$ cat src/rtl/rf_write_scheduler.sv
// Register-file write-port arbiter (A over B) with commit register and per-register busy scoreboard.
// Optional B anti-starvation counter is enabled by defining RFSCHED_STARVE_EN.
module rf_write_scheduler #(
    parameter int STARVE_LIMIT = 4
) (
    input  logic        CLK,
    input  logic        RST,
    input  logic        a_valid,
    input  logic [4:0]  a_wsel,
    input  logic [31:0] a_wdat,
    output logic        a_ready,
    input  logic        b_valid,
    input  logic [4:0]  b_wsel,
    input  logic [31:0] b_wdat,
    output logic        b_ready,
    output logic        rf_wen,
    output logic [4:0]  rf_wsel,
    output logic [31:0] rf_wdat,
    input  logic        rsv_valid,
    input  logic [4:0]  rsv_sel,
    output logic        rsv_ready,
    input  logic [4:0]  rsel1,
    input  logic [4:0]  rsel2,
    output logic        busy1,
    output logic        busy2
);

    if (STARVE_LIMIT < 1) begin : g_limit_check
        $error("rf_write_scheduler: STARVE_LIMIT must be >= 1");
    end

    logic        a_grant, b_grant, b_prio;
    logic        wen_q, wen_d;
    logic [4:0]  wsel_q, wsel_d;
    logic [31:0] wdat_q, wdat_d;
    logic [31:0] busy_q, busy_d;
    logic [4:0]  commit_sel;
    logic        rsv_accept;

`ifdef RFSCHED_STARVE_EN
    localparam int CW = $clog2(STARVE_LIMIT + 1);
    logic [CW-1:0] starve_q, starve_d;

    assign b_prio = b_valid && (starve_q == CW'(STARVE_LIMIT));

    // Counts consecutive cycles B is held off; saturates so B keeps priority until served.
    always_comb begin
        starve_d = starve_q;
        if (!b_valid || b_grant) begin
            starve_d = '0;
        end else if (starve_q != CW'(STARVE_LIMIT)) begin
            starve_d = starve_q + 1'b1;
        end
    end

    always_ff @(posedge CLK) begin
        if (RST) begin
            starve_q <= '0;
        end else begin
            starve_q <= starve_d;
        end
    end
`else
    assign b_prio = 1'b0;
`endif

    assign a_grant = a_valid && !b_prio;
    assign b_grant = b_valid && !a_grant;
    assign a_ready = a_grant;
    assign b_ready = b_grant;

    assign commit_sel = a_grant ? a_wsel : b_wsel;
    assign rsv_ready  = !rsv_valid || (rsv_sel == 5'd0) || !busy_q[rsv_sel];
    assign rsv_accept = rsv_valid && rsv_ready && (rsv_sel != 5'd0);
    assign busy1      = busy_q[rsel1];
    assign busy2      = busy_q[rsel2];

    always_comb begin
        wen_d  = 1'b0;
        wsel_d = wsel_q;
        wdat_d = wdat_q;
        if (a_grant) begin
            wen_d  = (a_wsel != 5'd0);
            wsel_d = a_wsel;
            wdat_d = a_wdat;
        end else if (b_grant) begin
            wen_d  = (b_wsel != 5'd0);
            wsel_d = b_wsel;
            wdat_d = b_wdat;
        end
    end

    // Commit clears first, then a new reservation sets; refusal of a busy register keeps these disjoint.
    always_comb begin
        busy_d = busy_q;
        if (a_grant || b_grant) begin
            busy_d[commit_sel] = 1'b0;
        end
        if (rsv_accept) begin
            busy_d[rsv_sel] = 1'b1;
        end
        busy_d[0] = 1'b0;
    end

    always_ff @(posedge CLK) begin
        if (RST) begin
            wen_q  <= 1'b0;
            wsel_q <= '0;
            wdat_q <= '0;
            busy_q <= '0;
        end else begin
            wen_q  <= wen_d;
            wsel_q <= wsel_d;
            wdat_q <= wdat_d;
            busy_q <= busy_d;
        end
    end

    assign rf_wen  = wen_q;
    assign rf_wsel = wsel_q;
    assign rf_wdat = wdat_q;

endmodule

$ cat config.mk
export PLATFORM = sky130hd
export DESIGN_NAME = rf_write_scheduler
export DESIGN_NICKNAME = d
export VERILOG_FILES = /design/src/rtl/rf_write_scheduler.sv
export SDC_FILE = /design/constraint.sdc
export NUM_CORES = 1
export LEC_CHECK = 0
export ABC_AREA = 1
export CORE_UTILIZATION = 35
export DETAILED_ROUTE_END_ITERATION = 6
export PLACE_DENSITY = 0.75
export RECOVER_POWER = 100
export SKIP_LAST_GASP = 1
export SLEW_MARGIN = 10
export SYNTH_ARGS = -nofsm -noshare
export SYNTH_HDL_FRONTEND = slang
export SYNTH_SLANG_ARGS = --single-unit
$ cat constraint.sdc
create_clock -name CLK -period 3.7 [get_ports CLK]
set_input_delay 0.74 -clock CLK [delete_from_list [all_inputs] [get_ports CLK]]
set_output_delay 0.74 -clock CLK [all_outputs]
set_load 0.05 [all_outputs]
-- Word level (Yosys, flattened, before mapping)
Index checks and enable logic that the tools add are counted.
- output and inout bits: 43
- register bits: 70
- word-level logic and storage cells: 49
- input port bits: 94
- reductions and logical operators: 16
- bitwise operators: 3
- multiplexer cells: 19
- magnitude comparators: 6
- operators by type and width (cell ; number):
    two-way mux 32 bit ; 4
    AND 32 bit ; 1
    inverter 32 bit ; 1
    bitwise OR 32 bit ; 1
    < comparator 5 x 6 -> 1 bit, second input constant ; 4
    binary-select mux 1 bit (select 5 bit) ; 3
    two-way mux 5 bit ; 3
    nonzero test 5 bit ; 3
    demux 1 bit (select 5 bit) ; 2
    >= comparator 5 x 1 -> 1 bit, second input constant ; 2
    two-way mux 1 bit ; 7
    logical AND 1 bit ; 5
    logical NOT 5 bit ; 1
    logical NOT 1 bit ; 3
    logical OR 1 bit ; 3
    nonzero test 2 bit ; 1

-- Longest topological paths before layout
- depth after elaboration: 10
- mapped depth: 12
- mapped depth without buffers: 10

-- Least setup slack after synthesis
OpenSTA, ideal clock, no wires.
- path type: in2out
- start: in rsv_sel[1]
- end: out rsv_ready
- stages on the path: 11
- setup slack: 0.993 ns
- data required time: 2.960 ns
- arrival: 1.967 ns
- path buffers: 3
- cells stage by stage: buf_4 -> inv_2 -> buf_6 -> nand3_1 -> nand3_1 -> nand2_1 -> nand2_1 -> nor2_2 -> buf_4 -> nand2_1 -> nand2_1
- word-level cells in the longest chain between the ends: 4
- elaborated cells between the ends (all ways): 6
- classes of those cells: mux (2); reduce/logical (4)
- ends and longest elaborated chain (item ; RTL line ; RTL):
    from (decl) ; 20 ; input logic [4:0] rsv_sel,
    binary-select mux 1 bit (select 5 bit) ; 73 ; assign rsv_ready = !rsv_valid || (rsv_sel == 5'd0) || !busy_q[rsv_sel];
    two-way mux 1 bit (implied by the code) ; 73 ;
    logical NOT 1 bit ; 73 ;
    logical OR 1 bit * ; 73 ;
    to (decl) ; 21 ; output logic rsv_ready,
Every way passes the cells marked *; elsewhere a longest branch is shown, timed or not. The select of a mux whose other input is x is not followed.

-- Worst setup path after layout
- start: in rsel2[0]
- end: out busy2
- word-level cells in the longest chain between the ends: 2
- ends and longest elaborated chain (item ; RTL line ; RTL):
    from (decl) ; 23 ; input logic [4:0] rsel2,
    binary-select mux 1 bit (select 5 bit) ; 76 ; assign busy2 = busy_q[rsel2];
    two-way mux 1 bit (implied by the code) ; 76 ;
    to (decl) ; 25 ; output logic busy2
No other way between the ends. The select of a mux whose other input is x is not followed.

==> results.cfg <==
[status]
status = completed

[critical_path]
critPathSlowestCell = dlygate4sd3_1
worstPathRequired_ns = 2.96
slowest_delay_ns = 0.59
cp_common_cell = nand2_1
crit_cells = 9
path_cells = dlygate4sd3_1 -> inv_1 -> o21ai_0 -> o221ai_1 -> nand3_1 -> nand2_1 -> nand2_1 -> nand2_1 -> buf_12
cp_max_fo = 17
critical_path_buf_inv_count = 3
cp_top_family = buffers and inverters
cp-end-kind = primary output
criticalPathCategory = input port to primary output
r2r_cells = 10
cp_data_arrival_time_ns = 2.48
crit_path_start_kind = input port

[placed_design]
place_congestion = 0.9159
portBuffers = 136
hpwlAfterDp_um = 10460
place_ws_ns = 0.5734
placed_area_um2 = 5623

[synthesis]
ys_warn_count = 0
synth_nets = 764
seq_area_frac_synth = 0.3333
synthTopCellsByArea = dfxtp_1 33%, nand2_1 19%, o21ai_0 8.5%, inv_1 5.9%, nor2_1 5.7%
ys_types = 25
synth_area_leader_cell = dfxtp_1
syn_avg_cell_area_um2 = 6.185
synth_cells = 670
ys_ff_latch = 69
synth_top_cell_area_share = 0.3333
syn_area_um2 = 4144

[detailed_routing]
wl_per_cell_um = 15.60
via_per_inst = 5.345
ant_nets = 0
wirelength_um = 14660
drc = 0
drt_pre_antenna_iters = 5
vias = 5024
drt_iter0_drc = 457

[global_routing]
grt.overflow.total = 0
grt_pass1_wl_um = 22950
grt_pass1_vias = 4507
grt_max_degree = 34
grt_antenna_before_repair = 0
grt_util_all_layers = 0.2338

[floorplanning]
num_io_pins = 137
chipHeight_um = 110.8
fp.dieArea_um2 = 12280
start_util = 0.3614
fp.dieW_um = 110.8
num_rows = 39
core_region_area_um2 = 11470

[pwr]
powerDensity_nw_per_um2 = 387.4
leakage_nw = 2.718
vdd_ir_drop_max_mv = 0.2692

[timing]
rsz0062_at_grt = no
worst_slew_pin_slew_ns = 0.7580
period_share = 0.8696
fin_crit_ns = 3.218
clock_skew_ns = 0.003857
relSlewSlack = 0.4893
fin_ws_ns = 0.4824
fin_tns_setup_ns = 0
max_freq_mhz = 310.8
finalSetupViolCount = 0
hold_viol = 0
final_max_slew_viol_count = 0
whs_ns = 0.4843

[clocking]
cts_root_buffer = clkbuf_16
clockBufferDepth = 2
cts_setup_buffers = 0
cts.clk_slew.worst_paths_ns = 0.06
numCtsBuffers = 9
cts.sinks = 69
cts_hold_buf = 0
cts_max_level = 3
cts.repair.resized = 0
cts_tree = yes
worstSkewPairLatency_ns = 0.33

[cells_and_area]
design_area_um2 = 5956
nFillCells = 1132
drive_gt1_frac = 0.04642
syn_to_final_growth_pct = 43.72
seqCellArea_um2 = 1381
layout_commonest_cell = nand2_1
final_cell_mix = 205 x nand2_1, 89 x clkdlybuf4s50_1, 71 x o21ai_0, 69 x dfxtp_1, 65 x inv_1
num_antenna_cells = 0
nets = 886
multi_input_area_um2 = 2297

[hold_path]
hold_class = register to register
worstHoldPathCells = 2

[flow_run]
drv_cap = 0
-- metrics by stage --
stage                     cells    util  power, mW
after global routing        940  0.5194      2.388
final                       940  0.5194      2.307
after detailed placement    924  0.4903      1.324
after floorplan             670       -      1.096
after global placement      924  0.4903      1.323
after CTS                   940  0.5208      2.323
-- power breakdown --
| group | switching, mW | total [mW] | internal (mW) |
|---|---|---|---|
| clock | 0.346 | 1.01 | 0.662 |
| combinational | 0.304 | 0.503 | 0.198 |
| sequential | 0.0213 | 0.797 | 0.776 |
-- worst paths after layout --
| path | from | to | slack (ns) |
|---|---|---|---|
| max | rsel2[0] | busy2 | 0.48 |
| min | busy_q[4] | busy_q[4] | 0.48 |
| max reg2reg | busy_q[31] | busy_q[28] | 2.09 |
| min reg2reg | busy_q[4] | busy_q[4] | 0.48 |
-- kinds of logic (layout without fill, tap and decap cells) --
logic type / after synthesis / count (layout) / share of synthesized area
flip-flops: 69 / 69 / 0.3333
AND/OR/NAND/NOR: 348 / 348 / 0.3505
buffers and inverters: 106 / 233 / 0.1117
AO/OA/AOI/OAI: 147 / 147 / 0.2044
-- cell usage after synthesis, drive strengths merged --
master and count:
o221ai 12, o211ai 4, or4 1, nand2 205, a22oi 21, nor2 66, buf 22, nand3 36
nor3 8, o41ai 1, a21oi 37, inv 68, nand4 31, clkbuf 15, clkinv 1, dfxtp 69
o21ai 72, or2 1
-- metal layers --
metal	share of wire	global-route usage	wire, um	vias up
met4	0.029	0.1040	425	0
met2	0.45	0.3685	6623	279
met5	0	0	0	-
met1	0.40	0.2916	5895	2239
met3	0.12	0.07326	1716	33
li1	-	-	-	2473
-- worst min-delay path, delay by kind of cell, from the launching register on --
kind | cells | cell delay (ns)
AOI/OAI and AO/OA | 2 | 0.13
DFF | 1 | 0.31
-- sequential cells by signal (all words and copies together) (netlist names) --
register / flops
rf_wdat: 32
busy_q: 31
rf_wsel: 5
rf_wen: 1
-- cell type report --
class,count,share of cell area
Tap cell,143,0.03004
Sequential cell,69,0.2319
Clock inverter,7,0.02080
Timing Repair Buffer,148,0.2502
Clock buffer,9,0.03782
Multi-Input combinational cell,495,0.3857
Inverter,69,0.04349
(Power assumes the default switching activity.)
